### src/rtl/rti_operand_loader_pkg.sv
// Shared RTI definitions: FSM state encoding, canonical quiet NaN and default
// operand-completeness mask, common to the operand loader and intersection engine.
package rti_operand_loader_pkg;

  typedef enum logic [1:0] {
    ST_IDLE  = 2'd0,
    ST_ISSUE = 2'd1,
    ST_WAIT  = 2'd2,
    ST_RESP  = 2'd3
  } rti_state_t;

  localparam logic [31:0] RTI_QNAN             = 32'h7FC0_0000;
  localparam logic [15:0] RTI_DEFAULT_REQ_MASK = 16'h7FFF;

  function automatic int rti_addr_bits(input int n);
    return (n > 1) ? $clog2(n) : 1;
  endfunction

endpackage

### src/rtl/rti_operand_loader_if.sv
// CPU-side bus of the RTI operand loader: operand writes, launch request and
// the held response channel.
interface rti_operand_loader_if #(
  parameter int NUM_FPRTI_REGS = 16
) ();
  import rti_operand_loader_pkg::*;

  localparam int AW = rti_addr_bits(NUM_FPRTI_REGS);

  logic          wr_en_i;
  logic [AW-1:0] wr_addr_i;
  logic [31:0]   wr_data_i;
  logic          wr_ready_o;
  logic          start_i;
  logic          busy_o;
  logic [31:0]   rsp_data_o;
  logic          rsp_valid_o;
  logic          rsp_ready_i;
  logic          rsp_err_o;

  modport slave (
    input  wr_en_i, wr_addr_i, wr_data_i, start_i, rsp_ready_i,
    output wr_ready_o, busy_o, rsp_data_o, rsp_valid_o, rsp_err_o
  );

  modport master (
    output wr_en_i, wr_addr_i, wr_data_i, start_i, rsp_ready_i,
    input  wr_ready_o, busy_o, rsp_data_o, rsp_valid_o, rsp_err_o
  );

endinterface

### src/rtl/rti_operand_loader_rf.sv
// Operand register file with per-register written tracking; addresses beyond
// NUM_FPRTI_REGS match no entry and are dropped.
module rti_operand_rf
  import rti_operand_loader_pkg::*;
#(
  parameter int NUM_FPRTI_REGS = 16,
  parameter int AW             = rti_addr_bits(NUM_FPRTI_REGS)
) (
  input  logic                      clk,
  input  logic                      rst_n,
  input  logic                      wr_en,
  input  logic [AW-1:0]             wr_addr,
  input  logic [31:0]               wr_data,
  input  logic                      clr_written,
  output logic [31:0]               regs [NUM_FPRTI_REGS],
  output logic [NUM_FPRTI_REGS-1:0] written,
  output logic [NUM_FPRTI_REGS-1:0] wr_onehot
);

  genvar gi;
  generate
    for (gi = 0; gi < NUM_FPRTI_REGS; gi++) begin : g_entry
      logic [31:0] data_reg;
      logic        written_reg;

      assign wr_onehot[gi] = wr_en && (wr_addr == AW'(gi));

      always_ff @(posedge clk or negedge rst_n) begin
        if (!rst_n) begin
          data_reg    <= '0;
          written_reg <= 1'b0;
        end else begin
          if (wr_onehot[gi]) begin
            data_reg <= wr_data;
          end
          // clear and write never coincide: writes happen only in IDLE
          if (clr_written) begin
            written_reg <= 1'b0;
          end else if (wr_onehot[gi]) begin
            written_reg <= 1'b1;
          end
        end
      end

      assign regs[gi]    = data_reg;
      assign written[gi] = written_reg;
    end
  endgenerate

endmodule

### src/rtl/rti_operand_loader.sv
// RTI operand loader: collects operands, launches the intersection engine and
// returns its result. Optional WAIT watchdog enabled by macro RTI_TIMEOUT_EN.
module rti_operand_loader
  import rti_operand_loader_pkg::*;
#(
  parameter int                        NUM_FPRTI_REGS = 16,
  parameter logic [NUM_FPRTI_REGS-1:0] REQ_MASK       = RTI_DEFAULT_REQ_MASK,
  parameter int                        TIMEOUT_CYCLES = 1024
) (
  input  logic        clk,
  input  logic        rst_n,
  rti_operand_loader_if.slave cpu,
  output logic [31:0] fprti_regs_o [NUM_FPRTI_REGS],
  output logic        input_valid_o,
  input  logic [31:0] engine_result_i,
  input  logic        engine_valid_i
);

  localparam int AW = rti_addr_bits(NUM_FPRTI_REGS);

  rti_state_t                state_reg;
  logic                      wr_ready_reg;
  logic                      busy_reg;
  logic                      input_valid_reg;
  logic                      rsp_valid_reg;
  logic                      rsp_err_reg;
  logic [31:0]               rsp_data_reg;
  logic [NUM_FPRTI_REGS-1:0] written;
  logic [NUM_FPRTI_REGS-1:0] wr_onehot;
  logic                      wr_accept;
  logic                      clr_written;
  logic                      operands_ok;

  assign wr_accept   = cpu.wr_en_i && wr_ready_reg;
  assign clr_written = (state_reg == ST_RESP) && cpu.rsp_ready_i;
  // a write landing in the same cycle as start counts toward completeness
  assign operands_ok = (((written | wr_onehot) & REQ_MASK) == REQ_MASK);

  rti_operand_rf #(
    .NUM_FPRTI_REGS (NUM_FPRTI_REGS),
    .AW             (AW)
  ) u_rf (
    .clk         (clk),
    .rst_n       (rst_n),
    .wr_en       (wr_accept),
    .wr_addr     (cpu.wr_addr_i),
    .wr_data     (cpu.wr_data_i),
    .clr_written (clr_written),
    .regs        (fprti_regs_o),
    .written     (written),
    .wr_onehot   (wr_onehot)
  );

`ifdef RTI_TIMEOUT_EN
  localparam int CW = $clog2(TIMEOUT_CYCLES + 1);
  logic [CW-1:0] cnt_reg;
`endif

  always_ff @(posedge clk or negedge rst_n) begin
    if (!rst_n) begin
      state_reg       <= ST_IDLE;
      wr_ready_reg    <= 1'b1;
      busy_reg        <= 1'b0;
      input_valid_reg <= 1'b0;
      rsp_valid_reg   <= 1'b0;
      rsp_err_reg     <= 1'b0;
      rsp_data_reg    <= '0;
`ifdef RTI_TIMEOUT_EN
      cnt_reg         <= '0;
`endif
    end else begin
      case (state_reg)
        ST_IDLE: begin
          if (cpu.start_i) begin
            wr_ready_reg <= 1'b0;
            busy_reg     <= 1'b1;
            if (operands_ok) begin
              state_reg       <= ST_ISSUE;
              input_valid_reg <= 1'b1;
            end else begin
              state_reg     <= ST_RESP;
              rsp_valid_reg <= 1'b1;
              rsp_err_reg   <= 1'b1;
              rsp_data_reg  <= '0;
            end
          end
        end
        ST_ISSUE: begin
          input_valid_reg <= 1'b0;
          state_reg       <= ST_WAIT;
`ifdef RTI_TIMEOUT_EN
          cnt_reg         <= '0;
`endif
        end
        ST_WAIT: begin
          if (engine_valid_i) begin
            state_reg     <= ST_RESP;
            rsp_valid_reg <= 1'b1;
            rsp_err_reg   <= 1'b0;
            rsp_data_reg  <= engine_result_i;
          end
`ifdef RTI_TIMEOUT_EN
          else if (cnt_reg == CW'(TIMEOUT_CYCLES - 1)) begin
            state_reg     <= ST_RESP;
            rsp_valid_reg <= 1'b1;
            rsp_err_reg   <= 1'b1;
            rsp_data_reg  <= RTI_QNAN;
          end else begin
            cnt_reg <= cnt_reg + 1'b1;
          end
`endif
        end
        ST_RESP: begin
          if (cpu.rsp_ready_i) begin
            state_reg     <= ST_IDLE;
            rsp_valid_reg <= 1'b0;
            busy_reg      <= 1'b0;
            wr_ready_reg  <= 1'b1;
          end
        end
        default: begin
          state_reg <= ST_IDLE;
        end
      endcase
    end
  end

  assign cpu.wr_ready_o  = wr_ready_reg;
  assign cpu.busy_o      = busy_reg;
  assign cpu.rsp_valid_o = rsp_valid_reg;
  assign cpu.rsp_err_o   = rsp_err_reg;
  assign cpu.rsp_data_o  = rsp_data_reg;
  assign input_valid_o   = input_valid_reg;

endmodule

### src/flat_wrapper.sv
// flat-port wrapper written by rule: the top's interface ports become plain ports
module rti_operand_loader_flat import rti_operand_loader_pkg::*;
#(
  parameter int                        NUM_FPRTI_REGS = 16,
  parameter logic [NUM_FPRTI_REGS-1:0] REQ_MASK       = RTI_DEFAULT_REQ_MASK,
  parameter int                        TIMEOUT_CYCLES = 1024
)
  (clk, rst_n, fprti_regs_o, input_valid_o, engine_result_i, engine_valid_i, cpu_wr_en_i, cpu_wr_addr_i, cpu_wr_data_i, cpu_start_i, cpu_rsp_ready_i, cpu_wr_ready_o, cpu_busy_o, cpu_rsp_data_o, cpu_rsp_valid_o, cpu_rsp_err_o);
  rti_operand_loader_if #(.NUM_FPRTI_REGS(NUM_FPRTI_REGS)) cpu_i ();
  input  logic clk;
  input  logic rst_n;
  output logic [31:0] fprti_regs_o[NUM_FPRTI_REGS];
  output logic input_valid_o;
  input  logic [31:0] engine_result_i;
  input  logic engine_valid_i;
  input wire logic [$bits(cpu_i.wr_en_i)-1:0] cpu_wr_en_i;
  input wire logic [$bits(cpu_i.wr_addr_i)-1:0] cpu_wr_addr_i;
  input wire logic [$bits(cpu_i.wr_data_i)-1:0] cpu_wr_data_i;
  input wire logic [$bits(cpu_i.start_i)-1:0] cpu_start_i;
  input wire logic [$bits(cpu_i.rsp_ready_i)-1:0] cpu_rsp_ready_i;
  output wire logic [$bits(cpu_i.wr_ready_o)-1:0] cpu_wr_ready_o;
  output wire logic [$bits(cpu_i.busy_o)-1:0] cpu_busy_o;
  output wire logic [$bits(cpu_i.rsp_data_o)-1:0] cpu_rsp_data_o;
  output wire logic [$bits(cpu_i.rsp_valid_o)-1:0] cpu_rsp_valid_o;
  output wire logic [$bits(cpu_i.rsp_err_o)-1:0] cpu_rsp_err_o;
  assign cpu_i.wr_en_i = cpu_wr_en_i;
  assign cpu_i.wr_addr_i = cpu_wr_addr_i;
  assign cpu_i.wr_data_i = cpu_wr_data_i;
  assign cpu_i.start_i = cpu_start_i;
  assign cpu_i.rsp_ready_i = cpu_rsp_ready_i;
  assign cpu_wr_ready_o = cpu_i.wr_ready_o;
  assign cpu_busy_o = cpu_i.busy_o;
  assign cpu_rsp_data_o = cpu_i.rsp_data_o;
  assign cpu_rsp_valid_o = cpu_i.rsp_valid_o;
  assign cpu_rsp_err_o = cpu_i.rsp_err_o;
  rti_operand_loader #(.NUM_FPRTI_REGS(NUM_FPRTI_REGS), .REQ_MASK(REQ_MASK), .TIMEOUT_CYCLES(TIMEOUT_CYCLES)) u_core (.clk(clk), .rst_n(rst_n), .cpu(cpu_i), .fprti_regs_o(fprti_regs_o), .input_valid_o(input_valid_o), .engine_result_i(engine_result_i), .engine_valid_i(engine_valid_i));
endmodule
### config.mk
export PLATFORM = sky130hd
export DESIGN_NAME = rti_operand_loader_flat
export DESIGN_NICKNAME = d
export VERILOG_FILES = /design/src/rtl/rti_operand_loader_pkg.sv /design/src/rtl/rti_operand_loader_if.sv /design/src/rtl/rti_operand_loader_rf.sv /design/src/rtl/rti_operand_loader.sv /design/src/flat_wrapper.sv
export SDC_FILE = /design/constraint.sdc
export NUM_CORES = 1
export LEC_CHECK = 0
export CORE_AREA = 2 2 242 244
export DETAILED_ROUTE_END_ITERATION = 12
export DIE_AREA = 0 0 244 246
export PLACE_DENSITY = 0.72
export SLEW_MARGIN = 0
export SYNTH_ARGS = -nofsm -noshare
export SYNTH_HDL_FRONTEND = slang
export SYNTH_HIERARCHICAL = 1
export SYNTH_SLANG_ARGS = --single-unit
export TNS_END_PERCENT = 30
### constraint.sdc
create_clock -name clk -period 2.9 [get_ports clk]
set_clock_uncertainty 0.1 [all_clocks]
set_input_delay 0.435 -clock clk [delete_from_list [all_inputs] [get_ports clk]]
set_output_delay 0.435 -clock clk [all_outputs]
set_load 0.02 [all_outputs]
==> results of run 1 <==
worst max-delay path: stages (launching register included):
cell                       delay (ns)
sky130_fd_sc_hd__dfstp_2         0.58
sky130_fd_sc_hd__and2_1          0.22
sky130_fd_sc_hd__nor3b_2         0.29
sky130_fd_sc_hd__nand3b_1        0.16
sky130_fd_sc_hd__inv_1           0.09
sky130_fd_sc_hd__o22ai_1         0.12
sky130_fd_sc_hd__nor4_4          0.37
sky130_fd_sc_hd__nand3_4         0.15
sky130_fd_sc_hd__buf_4           0.20
sky130_fd_sc_hd__nand4_1         0.10
sky130_fd_sc_hd__a21bo_1         0.21
cells in the final DEF (no fill, tap or decap), types with 4 or more instances in the layout:
cell type	instances
sky130_fd_sc_hd__clkdlybuf4s50_1	621
sky130_fd_sc_hd__dfrtp_1	565
sky130_fd_sc_hd__mux2_2	489
sky130_fd_sc_hd__clkbuf_16	60
sky130_fd_sc_hd__buf_4	43
sky130_fd_sc_hd__nand4_1	32
sky130_fd_sc_hd__a21bo_1	29
sky130_fd_sc_hd__mux2_1	23
sky130_fd_sc_hd__inv_1	17
sky130_fd_sc_hd__buf_12	14
sky130_fd_sc_hd__clkinv_2	13
sky130_fd_sc_hd__clkbuf_8	12
sky130_fd_sc_hd__bufinv_16	10
sky130_fd_sc_hd__nor2_4	9
sky130_fd_sc_hd__o21ba_2	9
sky130_fd_sc_hd__o22ai_1	7
sky130_fd_sc_hd__o21ai_0	7
sky130_fd_sc_hd__a21oi_1	7
sky130_fd_sc_hd__nor2_1	6
sky130_fd_sc_hd__clkbuf_1	5
sky130_fd_sc_hd__nand2_1	5
sky130_fd_sc_hd__ha_1	4
sky130_fd_sc_hd__nand3b_1	4
power by group through the flow:
stage	registers (W)	clock network, W	logic (W)
after global routing	0.0128	0.00865	0.0150
after global placement	0.0124	0	0.0143
final	0.0125	0.00812	0.0144
after CTS	0.0125	0.00830	0.0145
after floorplan	0.0160	0	0.00332
after detailed placement	0.0126	0	0.0145
final cells by class:
type                       instances  area, µm²  share of cell area, %
sequential                       566      14160                  45.57
multi-input combinational        659       6952                  22.36
timing repair buffer             680       6844                  22.02
clock buffer                      77       1685                  5.422
tap                              765      957.2                  3.079
clock inverter                    28      415.4                  1.336
inverter                          17      63.81                 0.2053
antenna                            1      2.502               0.008050
worst max-delay path by stage:
stage	start	to	slack (ns)	cells after the start
final	u_core/cpu.wr_ready_o	u_core/cpu.rsp_data_o[28]	0.20	10
after floorplan	u_core/cpu.wr_ready_o	u_core/cpu.rsp_data_o[24]	0.11	11
after detailed placement	cpu_wr_en_i	u_core/cpu.rsp_data_o[28]	-0.10	11
after global placement	cpu_wr_en_i	u_core/cpu.rsp_data_o[0]	0.03	11
after global routing	u_core/cpu.wr_ready_o	u_core/cpu.rsp_data_o[28]	0.11	10
after CTS	u_core/cpu.wr_ready_o	u_core/cpu.rsp_data_o[28]	0.23	10
timing repair:
action                    CTS  global route
hold endpoints to repair   63             0
hold buffers                1             0
setup buffers               0             0
per-layer routing:
layer / wire [µm] / vias to the layer above / global-route usage, %
met1: 27430 / 7406 / 27.27
met5: 18 / - / 0
li1: - / 6015 / -
met4: 2711 / 2 / 8.806
met3: 4687 / 137 / 6.438
met2: 34190 / 464 / 38.71
stage by stage:
| stage | cells | hold slack [ns] | util, % | power (W) |
|---|---|---|---|---|
| floorplan | 1357 | 0.03941 | - | 0.01929 |
| global placement | 2686 | 0.3619 | 50.50 | 0.02668 |
| detailed placement | 2686 | 0.3665 | 50.50 | 0.02705 |
| CTS | 2792 | 0.2956 | 54.18 | 0.03533 |
| global route | 2792 | 0.3402 | 54.18 | 0.03652 |
| finish | 2793 | 0.3106 | 54.19 | 0.03501 |
==> impl_metrics.sql, run 1 <==
INSERT INTO impl_metrics (metric_group, metric, value, unit) VALUES
('layout', 'fillers', '4585', ''),
('timing', 'report.final.setup_viol', '0', ''),
('placed_design', 'detailed_place.area', '0.02897', 'mm²'),
('drt', 'drtAntennaViolNets', '0', ''),
('floorplan', 'dieArea', '0.06002', 'mm²'),
('global_route', 'number_of_antenna_violations_at_the_first_check_in_global_routing', '2', ''),
('setup_path', 'timing.critical_path.from_type', 'register', ''),
('cts', 'cts.path.max_buffers', '3', ''),
('setup_path', 'crit_path_max_fanout', '8', ''),
('placed_design', 'post-dp-hpwl', '47550', 'µm'),
('floorplan', 'dieHeight', '246', 'µm'),
('setup_path', 'cp-end-kind', 'register', ''),
('synth', 'average_cell_area_after_synthesis', '15.98', 'µm²'),
('run', 'max_cap_viol_count', '0', ''),
('timing', 'tns', '0', 'ns'),
('power_and_ir_drop', 'vdd_ir_drop_max', '0.6570', 'mV'),
('placed_design', 'dp_slack', '-0.1015', 'ns'),
('hold_path', 'worstHoldPathType', 'in -> async', ''),
('drt', 'count_of_tritonroute_iterations_in_the_first_routing_pass', '5', ''),
('cts', 'clock_latency', '0.60', 'ns'),
('floorplan', 'num_io_pins', '623', ''),
('cts', 'clk_transition_reported_paths', '0.06', 'ns'),
('power_and_ir_drop', 'power_density', '1126', 'mW/mm²'),
('global_route', 'grtUsageTotal', '22.72', '%'),
('floorplan', 'initial_core_util', '37.81', '%'),
('timing', 'finalWorstPathRequiredPeriod', '2.696', 'ns'),
('synth', 'yosys_warn_count', '6', ''),
('setup_path', 'reg2reg_depth', '10', ''),
('setup_path', 'timing.rr.end', 'u_core/cpu.rsp_data_o[28]', ''),
('floorplan', 'chipWidth', '244', 'µm'),
('timing', 'postLayoutSetupSlackWorst', '0.2039', 'ns'),
('cts', 'cts_buffers', '59', ''),
('timing', 'max_slew_margin', '37.05', '%'),
('global_route', 'vias_in_the_first_global_route', '15230', ''),
('status', 'run_status', 'finished clean', ''),
('timing', 'report.final.hold_viol_count', '0', ''),
('timing', 'final_max_slew_viol_count', '0', ''),
('synth', 'synth_fp_nets', '1435', ''),
('layout', 'post-route-cell-area', '0.03108', 'mm²'),
('drt', 'finalWirelength', '69040', 'µm'),
('synth', 'netlist_area', '0.02169', 'mm²'),
('drt', 'routed-via-count', '14024', ''),
('layout', 'final_nets', '2061', ''),
('power_and_ir_drop', 'power.leakage', '14.30', 'nW'),
('placed_design', 'port_buffers', '622', ''),
('global_route', 'grt_pass1_wl', '102100', 'µm'),
('power_and_ir_drop', 'combinationalPowerShare', '41.1', '%'),
('floorplan', 'placeable_core_region', '0.05737', 'mm²'),
('global_route', 'global_route.overflow_total', '0', ''),
('setup_path', 'timing.reg2reg.setup_slack', '0.20', 'ns'),
('drt', 'wire_per_inst', '24.72', 'µm'),
('cts', 'clk_sinks', '566', ''),
('power_and_ir_drop', 'power_switching_share', '34.07', '%'),
('timing', 'tightestPinTransition', '0.9413', 'ns'),
('drt', 'via_density_per_instance', '5.021', ''),
('placed_design', 'gp_routability_congestion', '0.8556', ''),
('setup_path', 'required', '3.29', 'ns'),
('timing', 'fmax', '370.9', 'MHz'),
('cts', 'cts-htree-levels', '2', ''),
('cts', 'post_cts.resized_instances', '0', ''),
('layout', 'largest_register_ffs', '512', ''),
('setup_path', 'worstPathArrival', '3.09', 'ns'),
('global_route', 'grt_max_degree', '79', ''),
('floorplan', 'floorplan.rows', '88', ''),
('cts', 'clockRootBuffer', 'sky130_fd_sc_hd__clkbuf_16', ''),
('timing', 'layout_worst_path_cycle_share', '92.97', '%'),
('setup_path', 'worstReg2RegStart', 'u_core/cpu.wr_ready_o', ''),
('layout', 'post_route_cells_drive_above_1_share', '33.65', '%'),
('drt', 'route.detailed.drc', '0', ''),
('power_and_ir_drop', 'power.internal', '0.02308', 'W'),
('drt', 'drt-initial-drc-count', '587', ''),
('synth', 'syn-instance-count', '1357', ''),
('layout', 'syn2layout_area_growth', '43.31', '%'),
('setup_path', 'path_class', 'reg -> reg', ''),
('power_and_ir_drop', 'p_seq_share', '35.7', '%'),
('power_and_ir_drop', 'total_switching_power', '0.01193', 'W'),
('timing', 'grt_setup_unrepaired', 'false', ''),
('cts', 'cts_tree', 'done', ''),
('power_and_ir_drop', 'clockPowerShare', '23.2', '%');
(Power assumes the default switching activity.)
==> inputs of run 2 (changes only) <==
--- a/config.mk
+++ b/config.mk
@@ -5,9 +5,11 @@
 export SDC_FILE = /design/constraint.sdc
 export NUM_CORES = 1
 export LEC_CHECK = 0
+export ABC_AREA = 0
 export CORE_AREA = 2 2 242 244
 export DETAILED_ROUTE_END_ITERATION = 12
 export DIE_AREA = 0 0 244 246
+export GPL_TIMING_DRIVEN = 0
 export PLACE_DENSITY = 0.72
 export SLEW_MARGIN = 0
 export SYNTH_ARGS = -nofsm -noshare
==> run 2 against run 1 <==
Via count rose by 1.7%. Combinational power is essentially flat. Sequential share of layout area shrank 0.81 points. Non-clock buffer count increased by 91. Hold slack worse by 0.098 ns. Routed wire length shrank 0.92%. Largest power group unchanged.
==> impl_metrics.sql, run 2 (same netlist as run 1, synthesis figures left out) <==
INSERT INTO impl_metrics (metric_group, metric, value, unit) VALUES
('cts', 'cts_tree', 'done', ''),
('floorplan', 'dieHeight', '246', 'µm'),
('drt', 'count_of_tritonroute_iterations_in_the_first_routing_pass', '4', ''),
('floorplan', 'initial_core_util', '37.81', '%'),
('floorplan', 'dieArea', '0.06002', 'mm²'),
('timing', 'finalWorstPathRequiredPeriod', '2.860', 'ns'),
('placed_design', 'detailed_place.area', '0.02900', 'mm²'),
('cts', 'clockRootBuffer', 'sky130_fd_sc_hd__clkbuf_16', ''),
('layout', 'post_route_cells_drive_above_1_share', '34.92', '%'),
('global_route', 'grt_pass1_wl', '99900', 'µm'),
('cts', 'clock_latency', '0.61', 'ns'),
('drt', 'via_density_per_instance', '4.936', ''),
('drt', 'drt-initial-drc-count', '723', ''),
('setup_path', 'cp_cell_sequence', 'and2_4 -> nand3b_1 -> buf_4 -> nor2_4 -> buf_12 -> o21ai_2 -> nor4_4 -> buf_6 -> nand3_4 -> buf_6 -> nand4_1 -> a21bo_1', ''),
('placed_design', 'post-dp-hpwl', '49460', 'µm'),
('power_and_ir_drop', 'p_seq_share', '35.5', '%'),
('global_route', 'number_of_antenna_violations_at_the_first_check_in_global_routing', '5', ''),
('setup_path', 'critical_path.most_common_cell', 'sky130_fd_sc_hd__buf_6', ''),
('setup_path', 'timing.critical_path.slowest_cell_delay', '0.55', 'ns'),
('hold_path', 'timing.hold.worst_path_depth', '4', ''),
('global_route', 'grt_max_degree', '130', ''),
('layout', 'final_nets', '2152', ''),
('cts', 'clk_sinks', '566', ''),
('power_and_ir_drop', 'vdd_ir_drop_max', '0.8272', 'mV'),
('hold_path', 'hold_start', 'cpu_wr_addr_i[0]', ''),
('power_and_ir_drop', 'power_density', '1109', 'mW/mm²'),
('power_and_ir_drop', 'power.internal', '0.02313', 'W'),
('setup_path', 'worst_path_max_delay_cell', 'sky130_fd_sc_hd__dfstp_2', ''),
('setup_path', 'timing.critical_path.from_type', 'register', ''),
('timing', 'max_slew_margin', '47.46', '%'),
('placed_design', 'gp_routability_congestion', '0.8887', ''),
('floorplan', 'placeable_core_region', '0.05737', 'mm²'),
('timing', 'report.final.setup_viol', '0', ''),
('setup_path', 'timing.critical_path.max_delay_family', 'simple AND/OR/NAND/NOR gates', ''),
('hold_path', 'worstHoldPathType', 'in -> reg', ''),
('cts', 'clk_transition_reported_paths', '0.06', 'ns'),
('setup_path', 'worstReg2RegStart', 'u_core/cpu.wr_ready_o', ''),
('drt', 'wire_per_inst', '23.68', 'µm'),
('floorplan', 'floorplan.rows', '88', ''),
('setup_path', 'cp-end-kind', 'register', ''),
('drt', 'finalWirelength', '68400', 'µm'),
('cts', 'cts.path.max_buffers', '3', ''),
('layout', 'syn2layout_area_growth', '45.91', '%'),
('timing', 'report.final.hold_viol_count', '0', ''),
('setup_path', 'crit_path_max_fanout', '6', ''),
('setup_path', 'timing.rr.end', 'u_core/cpu.rsp_data_o[19]', ''),
('layout', 'layout_commonest_cell', 'sky130_fd_sc_hd__clkdlybuf4s50_1', ''),
('drt', 'route.detailed.drc', '0', ''),
('timing', 'final_max_slew_viol_count', '0', ''),
('setup_path', 'reg2reg_depth', '12', ''),
('cts', 'cts_buffers', '58', ''),
('layout', 'fillers', '4614', ''),
('layout', 'post-route-cell-area', '0.03165', 'mm²'),
('floorplan', 'chipWidth', '244', 'µm'),
('run', 'max_cap_viol_count', '0', ''),
('timing', 'tns', '0', 'ns'),
('global_route', 'grtUsageTotal', '22.22', '%'),
('layout', 'largest_register_ffs', '512', ''),
('layout', 'most-common-layout-cells', '619 x sky130_fd_sc_hd__clkdlybuf4s50_1, 565 x sky130_fd_sc_hd__dfrtp_1, 489 x sky130_fd_sc_hd__mux2_2', ''),
('drt', 'drtAntennaViolNets', '0', ''),
('power_and_ir_drop', 'total_switching_power', '0.01198', 'W'),
('setup_path', 'required', '3.28', 'ns'),
('global_route', 'vias_in_the_first_global_route', '15249', ''),
('power_and_ir_drop', 'power.leakage', '14.65', 'nW'),
('global_route', 'global_route.overflow_total', '0', ''),
('status', 'run_status', 'finished clean', ''),
('timing', 'layout_worst_path_cycle_share', '98.62', '%'),
('timing', 'fmax', '349.6', 'MHz'),
('power_and_ir_drop', 'combinationalPowerShare', '41.5', '%'),
('setup_path', 'path_buf_inv', '4', ''),
('timing', 'tightestPinTransition', '0.7873', 'ns'),
('drt', 'routed-via-count', '14260', ''),
('hold_path', 'end_point_of_the_most_critical_hold_path', 'u_core/u_rf/g_entry[0].written_reg', ''),
('placed_design', 'port_buffers', '620', ''),
('floorplan', 'num_io_pins', '623', ''),
('power_and_ir_drop', 'power_switching_share', '34.12', '%'),
('setup_path', 'path_class', 'reg -> reg', ''),
('placed_design', 'dp_slack', '-1.635', 'ns'),
('cts', 'cts-htree-levels', '2', ''),
('timing', 'postLayoutSetupSlackWorst', '0.03998', 'ns'),
('setup_path', 'worstPathArrival', '3.24', 'ns'),
('setup_path', 'timing.reg2reg.setup_slack', '0.04', 'ns'),
('timing', 'hold_slack', '0.2125', 'ns'),
('power_and_ir_drop', 'clockPowerShare', '23.0', '%');
run 2: cell count changes in the layout (fill, tap and decap cells not counted), moves of 4 or more:
cell	before	now
sky130_fd_sc_hd__buf_1	0	4
sky130_fd_sc_hd__buf_6	0	5
sky130_fd_sc_hd__buf_4	43	54
sky130_fd_sc_hd__clkbuf_1	5	45
sky130_fd_sc_hd__buf_2	0	36
sky130_fd_sc_hd__buf_16	0	5
sky130_fd_sc_hd__buf_12	14	4
run 2: through the flow:
step	power, W	cells	utilization [%]
after CTS	0.03538	2870	54.68
final	0.03511	2889	55.17
after floorplan	0.01929	1357	-
after detailed placement	0.02712	2747	50.55
after global placement	0.02683	2742	50.30
after global routing	0.03661	2887	55.16
run 2: how the worst max path moves through the flow:
stage	from	endpoint	depth (start not counted)
after floorplan	u_core/cpu.wr_ready_o	u_core/cpu.rsp_data_o[24]	11
after global placement	rst_n	u_core/u_rf/g_entry[3].data_reg[19]	1
after detailed placement	cpu_wr_en_i	u_core/cpu.rsp_data_o[14]	11
after CTS	u_core/cpu.wr_ready_o	u_core/cpu.rsp_data_o[14]	11
after global routing	u_core/cpu.wr_ready_o	u_core/cpu.rsp_data_o[28]	11
final	u_core/cpu.wr_ready_o	u_core/cpu.rsp_data_o[19]	12
run 2: final cells by class:
cell class | count | area [µm²] | share of cell area, %
sequential | 566 | 14160 | 44.76
multi-input combinational | 660 | 7037 | 22.23
timing repair buffer | 662 | 6648 | 21.00
clock buffer | 81 | 1710 | 5.404
tap | 765 | 957.2 | 3.024
buffer | 109 | 664.4 | 2.099
clock inverter | 27 | 399.1 | 1.261
inverter | 17 | 63.81 | 0.2016
antenna | 2 | 5.005 | 0.01581
run 2: what timing repair did:
| action | CTS | global route |
|---|---|---|
| cloned | 0 | 4 |
| endpoints found under the setup margin | 186 | 33 |
| pin swaps | 17 | 12 |
| endpoints found under the hold margin | 61 | 0 |
| gates resized for setup | 40 | 33 |
| hold buffers | 1 | 0 |
| buffers inserted | 18 | 15 |
run 2: metal layers:
layer	routed length, µm	up-vias	track usage [%]
met5	27	-	0
met4	2803	4	8.859
met3	4881	132	6.634
met2	34060	489	37.28
met1	26630	7409	26.85
li1	-	6226	-
run 2: tightest hold or removal path: stages:
cell and delay [ns]:
sky130_fd_sc_hd__buf_2 0.17, sky130_fd_sc_hd__nor2_1 0.11, sky130_fd_sc_hd__a21oi_1 0.13, sky130_fd_sc_hd__nor2_1 0.04
run 2: power groups by stage:
stage	registers, W	logic [W]	clock network [W]
after floorplan	0.0160	0.00332	0
after global placement	0.0125	0.0143	0
after detailed placement	0.0126	0.0145	0
after CTS	0.0125	0.0146	0.00825
after global routing	0.0128	0.0152	0.00858
final	0.0125	0.0146	0.00807
